[src/rtl/npc_ctrl_exc.sv]
// Program-counter unit for the single-cycle MIPS core: next-PC selection, stall,
// exception redirect with EPC capture, eret return and jr target alignment checking.
module npc_ctrl_exc #(
  parameter int unsigned      WIDTH       = 32,
  parameter logic [WIDTH-1:0] RESET_PC    = WIDTH'(32'h0000_3000),
  parameter logic [WIDTH-1:0] EXC_VECTOR  = WIDTH'(32'h0000_4180),
  parameter bit               CHECK_ALIGN = 1'b1
) (
  input  logic             clk,
  input  logic             rst,
  input  logic             stall,
  input  logic [2:0]       npc_sel,
  input  logic [2:0]       br_cond,
  input  logic             zero,
  input  logic             sign,
  input  logic [31:0]      imout,
  input  logic [WIDTH-1:0] regadd,
  input  logic             exc_req,
  input  logic             eret,
  output logic [WIDTH-1:0] pc,
  output logic [WIDTH-1:0] pc_plus4,
  output logic [WIDTH-1:0] epc,
  output logic             redirect,
  output logic             align_err
);

  localparam logic [2:0] SEL_SEQ  = 3'b000;
  localparam logic [2:0] SEL_BR   = 3'b001;
  localparam logic [2:0] SEL_JMP  = 3'b010;
  localparam logic [2:0] SEL_JR   = 3'b011;

  localparam logic [2:0] BR_BEQ   = 3'b000;
  localparam logic [2:0] BR_BNE   = 3'b001;
  localparam logic [2:0] BR_BLEZ  = 3'b010;
  localparam logic [2:0] BR_BGTZ  = 3'b011;
  localparam logic [2:0] BR_BLTZ  = 3'b100;
  localparam logic [2:0] BR_BGEZ  = 3'b101;

  localparam logic [WIDTH-1:0] PC_STEP  = {{(WIDTH-3){1'b0}}, 3'b100};
  localparam logic [WIDTH-1:0] PC_ZERO  = {WIDTH{1'b0}};

  logic [WIDTH-1:0] pc_r;
  logic [WIDTH-1:0] epc_r;
  logic             align_err_r;

  logic [WIDTH-1:0] seq_s;
  logic [WIDTH-1:0] br_tgt_s;
  logic [WIDTH-1:0] jmp_tgt_s;
  logic [WIDTH-1:0] flow_pc_s;
  logic             flow_redirect_s;
  logic             taken_s;
  logic             fault_s;
  logic [WIDTH-1:0] next_pc_s;
  logic [WIDTH-1:0] next_epc_s;
  logic             next_align_s;
  logic             redirect_s;
  logic             unused_s;

  function automatic logic branch_taken(input logic [2:0] cond, input logic z, input logic s);
    logic t;
    case (cond)
      BR_BEQ:  t = z;
      BR_BNE:  t = !z;
      BR_BLEZ: t = s | z;
      BR_BGTZ: t = !s & !z;
      BR_BLTZ: t = s;
      BR_BGEZ: t = !s;
      default: t = 1'b0;
    endcase
    return t;
  endfunction

  function automatic logic [WIDTH-1:0] branch_target(input logic [WIDTH-1:0] seq,
                                                     input logic [15:0] off);
    return seq + {{(WIDTH-18){off[15]}}, off, 2'b00};
  endfunction

  // Upper PC bits come from pc+4; the low 28 bits are the word-aligned jump index.
  function automatic logic [WIDTH-1:0] jump_target(input logic [WIDTH-1:0] seq,
                                                   input logic [25:0] idx);
    logic [WIDTH-1:0] t;
    t        = seq;
    t[27:0]  = {idx, 2'b00};
    return t;
  endfunction

  assign unused_s = ^imout[31:26];

  // Target generation, fault detection and next-PC priority selection.
  always_comb begin
    seq_s           = pc_r + PC_STEP;
    br_tgt_s        = branch_target(seq_s, imout[15:0]);
    jmp_tgt_s       = jump_target(seq_s, imout[25:0]);
    taken_s         = branch_taken(br_cond, zero, sign);
    fault_s         = CHECK_ALIGN && (npc_sel == SEL_JR) && (regadd[1:0] != 2'b00) && !stall;
    flow_pc_s       = seq_s;
    flow_redirect_s = 1'b0;
    next_pc_s       = pc_r;
    next_epc_s      = epc_r;
    next_align_s    = 1'b0;
    redirect_s      = 1'b0;

    case (npc_sel)
      SEL_SEQ: begin
        flow_pc_s       = seq_s;
        flow_redirect_s = 1'b0;
      end
      SEL_BR: begin
        flow_pc_s       = taken_s ? br_tgt_s : seq_s;
        flow_redirect_s = taken_s;
      end
      SEL_JMP: begin
        flow_pc_s       = jmp_tgt_s;
        flow_redirect_s = 1'b1;
      end
      SEL_JR: begin
        flow_pc_s       = regadd;
        flow_redirect_s = 1'b1;
      end
      default: begin
        flow_pc_s       = seq_s;
        flow_redirect_s = 1'b0;
      end
    endcase

    // An exception is taken even while the pipeline is stalled.
    if (exc_req) begin
      next_pc_s  = EXC_VECTOR;
      next_epc_s = pc_r;
      redirect_s = 1'b1;
    end else if (stall) begin
      next_pc_s  = pc_r;
      next_epc_s = epc_r;
      redirect_s = 1'b0;
    end else if (eret) begin
      next_pc_s  = epc_r;
      next_epc_s = epc_r;
      redirect_s = 1'b1;
    end else if (fault_s) begin
      next_pc_s    = EXC_VECTOR;
      next_epc_s   = pc_r;
      next_align_s = 1'b1;
      redirect_s   = 1'b1;
    end else begin
      next_pc_s  = flow_pc_s;
      next_epc_s = epc_r;
      redirect_s = flow_redirect_s;
    end
  end

  // PC, EPC and alignment-fault pulse registers.
  always_ff @(posedge clk) begin
    if (rst) begin
      pc_r        <= RESET_PC;
      epc_r       <= PC_ZERO;
      align_err_r <= 1'b0;
    end else begin
      pc_r        <= next_pc_s;
      epc_r       <= next_epc_s;
      align_err_r <= next_align_s;
    end
  end

  assign pc        = pc_r;
  assign epc       = epc_r;
  assign align_err = align_err_r;
  assign pc_plus4  = seq_s;
  assign redirect  = redirect_s;

endmodule

[config.mk]
export PLATFORM = sky130hd
export DESIGN_NAME = npc_ctrl_exc
export DESIGN_NICKNAME = d
export VERILOG_FILES = /design/src/rtl/npc_ctrl_exc.sv
export SDC_FILE = /design/constraint.sdc
export NUM_CORES = 1
export LEC_CHECK = 0
export CAP_MARGIN = 15
export CORE_UTILIZATION = 40
export CTS_BUF_LIST = sky130_fd_sc_hd__clkbuf_4 sky130_fd_sc_hd__clkbuf_8
export DETAILED_ROUTE_END_ITERATION = 8
export GPL_ROUTABILITY_DRIVEN = 0
export PLACE_DENSITY = 0.7
export SKIP_CTS_REPAIR_TIMING = 1
export SLEW_MARGIN = 25
export SYNTH_ARGS = -nofsm -noshare
export SYNTH_HDL_FRONTEND = slang
export SYNTH_SLANG_ARGS = --single-unit
[constraint.sdc]
create_clock -name clk -period 3.7 [get_ports clk]
set_input_delay 0.37 -clock clk [delete_from_list [all_inputs] [get_ports clk]]
set_output_delay 0.37 -clock clk [all_outputs]
set_load 0.01 [all_outputs]
; After elaboration in Yosys (flattened, before gate mapping)
; Cells that the tools add are included.
[op_classes]
add_sub_neg = 2
eq_ne = 10
n_mux = 17
bitwise_logic = 2
n_reduce_logical = 12
[op_table]
columns = op, n
row1 = 2-to-1 mux 32 bit, 7
row2 = case mux 32 bit (3 select lines), 1
row3 = "adder 32 x 3 -> 32 bit, second input constant", 1
row4 = adder 32 bit, 1
row5 = 2-to-1 mux 15 bit, 2
row6 = "equality test 3 x 2 -> 1 bit, second input constant", 4
row7 = "equality test 3 x 1 -> 1 bit, second input constant", 2
row8 = "equality test 3 bit, second input constant", 2
row9 = case mux 1 bit (6 select lines), 1
row10 = 2-to-1 mux 1 bit, 5
row11 = nonzero test 2 bit, 2
row12 = OR reduction 2 bit, 2
row13 = OR reduction 4 bit, 1
row14 = logical NOT 1 bit, 3
row15 = logical NOT 3 bit, 1
row16 = AND reduction 3 bit, 1
row17 = logical AND 1 bit, 2
row18 = "inequality test 2 x 1 -> 1 bit, second input constant", 1
row19 = "inequality test 2 bit, second input constant", 1
row20 = case mux 1 bit (2 select lines), 1
row21 = bitwise AND 1 bit, 1
row22 = bitwise OR 1 bit, 1
[word_totals]
reg_bits = 65
inputBits = 77
elab_cells = 47

; Logic depth before layout (Yosys ltp)
[depth]
depth_word = 9
ltp_mapped = 19
ltp_nobuf = 17

; Least setup slack after synthesis
; No wires, ideal clock.
[synth_path]
path_type = flip-flop to flip-flop
startpoint = register pc_r[3] (netlist: pc[3])
endpoint = register pc_r[24] (netlist: pc[24])
setup_ps = 127
arrival_ps = 3535
required_ps = 3573
slack_ps = 38
path_stages_with_launch = 15
n_path_buf = 0
synth_period_minus_slack_ps = 3662
cell_sequence = dfxtp_1 ha_1 nand4_1 nor3_1 nand4_1 xnor2_1 ha_1 and3_1 and4_1 a32oi_1 nand2_1 or3b_2 xor2_1 a221oi_1 nor4_1
[synth_via]
elab_chain_cells = 6
[synth_lines]
columns = element, line_no
row1 = start: declaration, 42  ; logic [WIDTH-1:0] pc_r;
row2 = start signal: assignment, 158  ; pc_r <= next_pc_s;
row3 = adder 32 x 3 -> 32 bit, 91  ; seq_s = pc_r + PC_STEP;
row4 = net pc_plus4[20], 21  ; output logic [WIDTH-1:0] pc_plus4,
row5 = adder 32 bit, 75  ; return seq + {{(WIDTH-18){off[15]}}, off, 2'b00};
row6 = 2-to-1 mux 32 bit, 109  ; flow_pc_s = taken_s ? br_tgt_s : seq_s;
row7 = case mux 32 bit (3 select lines), 103  ; case (npc_sel)
row8 = 2-to-1 mux 32 bit, 139  ; end else if (fault_s) begin
row9 = 2-to-1 mux 32 bit, 135  ; end else if (eret) begin
; The timed path passes the listed nets, and every way through them passes these cells.
; A chain may end at the register's enable or synchronous reset.

; Worst setup path after layout
[layout_path]
startpoint = register pc_r[3] (netlist: pc[3])
endpoint = register pc_r[31] (netlist: pc[31])
[layout_via]
elab_chain_cells = 6
[layout_lines]
columns = element, line_no
row1 = adder 32 x 3 -> 32 bit *, 91
row2 = adder 32 bit, 75
row3 = 2-to-1 mux 32 bit, 109
row4 = case mux 32 bit (3 select lines) *, 103
row5 = 2-to-1 mux 32 bit *, 139
row6 = 2-to-1 mux 32 bit *, 135
; Every way passes the cells marked *; elsewhere a longest branch is shown, timed or not.

==> run_results.csv <==
group,metric,value,unit
run_status,status,"finished, final reports clean",
power_and_ir_drop,p_sw,0.699,mW
die,coreArea,0.0140,sq mm
synthesis,synth-main-ff-cell,"dfxtp_1",
global_routing,met2_usage,50.4,%
cells_and_area,final_util,60.6,%
cells_and_area,final_common_cell,"clkdlybuf4s50_1",
setup_path,cp.required,3.94,ns
sta,max-slew-margin-rel,47.4,%
sta,fmax,0.285,GHz
drt,final_antenna_net_count,0,
synthesis,synth-edff-count,0,
synthesis,synthXorXnorAreaFrac,7.88,%
synthesis,synthesis.area,0.00578,sq mm
global_routing,grt_max_degree,45,
setup_path,critPathBufInv,2,
synthesis,syn-instance-count,809,
cells_and_area,multi_input_area,0.00432,sq mm
cells_and_area,drive_gt1_share,14.0,%
global_routing,grt_use_met1,38.1,%
power_and_ir_drop,seqPwrFrac,35.7,%
power_and_ir_drop,p_total,2.08,mW
clocking,cts_max_path_buffers,2,
global_routing,first_global_vias,6700,
clocking,cts_tree,"built",
setup_path,max_stage_delay,0.38,ns
die,die_h,122,um
synthesis,synth-seq-cells,65,
setup_path,setup.worst_path.end_class,"register",
setup_path,crit_fanout,5,
synthesis,synth_top_family_by_area,"compound AO/OA/AOI/OAI gates",
clocking,htree_levels,3,
synthesis,synth_area_per_cell,7.15,sq um
sta,finalSetupViolations,0,
cells_and_area,area_growth_syn_to_layout,46.5,%
flow_run,maxCapViolations,0,
sta,skew,0.00389,ns
clocking,clk_latency,0.35,ns
setup_path,path_delay_family,"compound AO/OA/AOI/OAI gates",
cells_and_area,regArea,0.00130,sq mm
setup_path,r2r_setup_slack,0.19,ns
sta,fin_setup_tns,0,ns
sta,worst_pin_slew,0.789,ns
power_and_ir_drop,p_comb_share,34.4,%
die,die_area,0.0149,sq mm
cells_and_area,antenna_cells,0,
global_routing,met3_usage,5.76,%
die,rows,43,
cells_and_area,fill_cells,1315,
drt,vias,7155,
global_routing,antenna_found_initial,0,
power_and_ir_drop,power_density,245,mW/mm^2
synthesis,ys_types,65,
power_and_ir_drop,p_int,1.38,mW
global_routing,grt_pass1_wl,35100,um
placement,dp_hpwl,17900,um
sta,fin_crit_sh,95.0,%
power_and_ir_drop,power.leakage,3.50,nW
power_and_ir_drop,pwr-share-clk,29.9,%
setup_path,worst-setup-path-type,"register to register",
sta,rsz0062_at_grt,"false",
sta,hold_viol_final,0,
synthesis,ys_seq_area_share,22.5,%
synthesis,synth_adder_area_share,7.92,%
synthesis,synth.mux.area_fraction,3.66,%
drt,vias_per_cell,5.90,
hold_path,hp-class,"register to register",
cells_and_area,layout_common_cells,"167 x clkdlybuf4s50_1, 131 x nand2_1, 95 x a21oi_1",
clocking,root_buffer,"clkbuf_8",
die,dieWidth,122,um
setup_path,cp-start-kind,"register",
sta,post-route-min-period,3.51,ns
setup_path,path_cells,"ha_2 > nand4_1 > nor3_2 > buf_4 > nand2_1 > xnor2_2 > ha_1 > nand2_1 > or3_1 > a211oi_2 > o211ai_1 > buf_4 > o211ai_1 > xnor2_1 > o211a_1 > o31a_1",
synthesis,ys_warn_count,0,
synthesis,synth_compound_area_share,28.8,%
cells_and_area,final_nets,1140,
clocking,numCtsBuffers,9,
global_routing,grt-busiest-layer,"met2",
drt,drt_pass1_iterations,5,
die,initial_utilization,41.3,%
drt,drtIter0Drc,622,
global_routing,grt.overflow.total,0,
clocking,clkTransAtPathRegs,0.07,ns
power_and_ir_drop,swShare,33.7,%
setup_path,arrival,3.76,ns
drt,post_drt_wl_per_cell,19.3,um
global_routing,grt_use_total,30.7,%
setup_path,cp_slowest_cell,"or3_1",
power_and_ir_drop,vdd_ir_drop_max,181,uV
clocking,clock-sinks,65,
die,ioPinCount,175,
synthesis,synth_nets,922,
drt,postRouteWirelength,23400,um
synthesis,ys_async_sr_fraction,0,%
sta,slew_violations,0,
placement,numPortBuffers,168,
drt,drc_errors,0,
synthesis,yosys.area_share.simple,24.4,%
## power groups by stage
stage | Sequential [mW] | Combinational, mW | Clock, mW
5_1_grt | 0.744 | 0.765 | 0.659
3_5_place_dp | 0.757 | 0.686 | 0
2_1_floorplan | 0.766 | 0.355 | 0
6_report | 0.742 | 0.714 | 0.621
4_1_cts | 0.741 | 0.691 | 0.620
3_3_place_gp | 0.757 | 0.682 | 0
## cells by family (layout without fill, tap and decap cells)
| kind of cell | after synthesis | count (layout) |
|---|---|---|
| DFF | 65 | 65 |
| adders and majority gates | 36 | 36 |
| AOI/OAI and AO/OA | 258 | 258 |
| xor gates and xnor gates | 52 | 52 |
| muxes | 21 | 21 |
| buffers and inverters | 71 | 294 |
| and+or+nand+nor | 306 | 306 |
## worst reg2reg max path, stage by stage (launching register included)
cell,delay [ns]
dfxtp_1,0.37
ha_2,0.22
nand4_1,0.16
nor3_2,0.15
buf_4,0.15
nand2_1,0.09
xnor2_2,0.16
ha_1,0.37
nand2_1,0.08
or3_1,0.38
a211oi_2,0.24
o211ai_1,0.10
buf_4,0.16
o211ai_1,0.20
xnor2_1,0.11
o211a_1,0.21
o31a_1,0.27
## state kept, by name, summed over array words and instances (netlist names)
name       flops
align_err      1
pc            32
epc           32
## synth_stat cells (5+ instances only)
library cell,n,area (sq um)
nand3_1,23,115
nor2_1,64,240
a21oi_1,95,475
nand4_1,8,50.1
a21o_1,13,97.6
o21a_1,6,45.0
o22ai_1,5,31.3
nor3_1,24,120
and3_1,11,68.8
clkbuf_1,36,135
o221ai_1,12,105
mux2i_1,20,200
xor2_1,26,228
nand2b_1,13,81.3
o211ai_1,9,67.6
a31oi_1,12,75.1
xnor2_1,26,228
nand2_1,131,492
o21ai_0,45,225
a221oi_1,21,184
dfxtp_1,65,1300
buf_1,6,22.5
ha_1,35,438
inv_1,20,75.1
buf_2,6,30.0
a211oi_1,5,37.5
## worst paths after layout
check,startpoint,to,cells past startpoint
max,pc[3]$_SDFFE_PP0N_,pc[31]$_SDFFE_PP0N_,16
min,epc[0]$_SDFFE_PP0P_,epc[0]$_SDFFE_PP0P_,2
max reg2reg,pc[3]$_SDFFE_PP0N_,pc[31]$_SDFFE_PP0N_,16
min reg2reg,epc[0]$_SDFFE_PP0P_,epc[0]$_SDFFE_PP0P_,2
## final cells by class
type                            instances  share of cell area (%)
Inverter                               20                   0.886
Clock buffer                           11                    1.64
Timing Repair Buffer                  258                    27.8
Multi-Input combinational cell        673                    51.0
Clock inverter                          5                   0.665
Tap cell                              180                    2.66
Sequential cell                        65                    15.4
## per-stage QoR
stage | setup slack (ns) | cell area [sq um] | instances | hold WS (ns)
after floorplan | 0.0380 | 5780 | 809 | 0.484
after global placement | 0.128 | 8130 | 1193 | 0.458
after detailed placement | 0.0145 | 8130 | 1193 | 0.462
after CTS | 0.00530 | 8330 | 1209 | 0.474
after global routing | 0.00599 | 8470 | 1212 | 0.494
final | 0.186 | 8470 | 1212 | 0.473
## layer usage
layer / vias to the layer above / wire length (um)
met1: 3287 / 9410
met4: 0 / 1230
li1: 3379 / -
met5: - / 0
met3: 76 / 2140
met2: 413 / 10600
No activity file was read; power rests on OpenSTA's default activity.
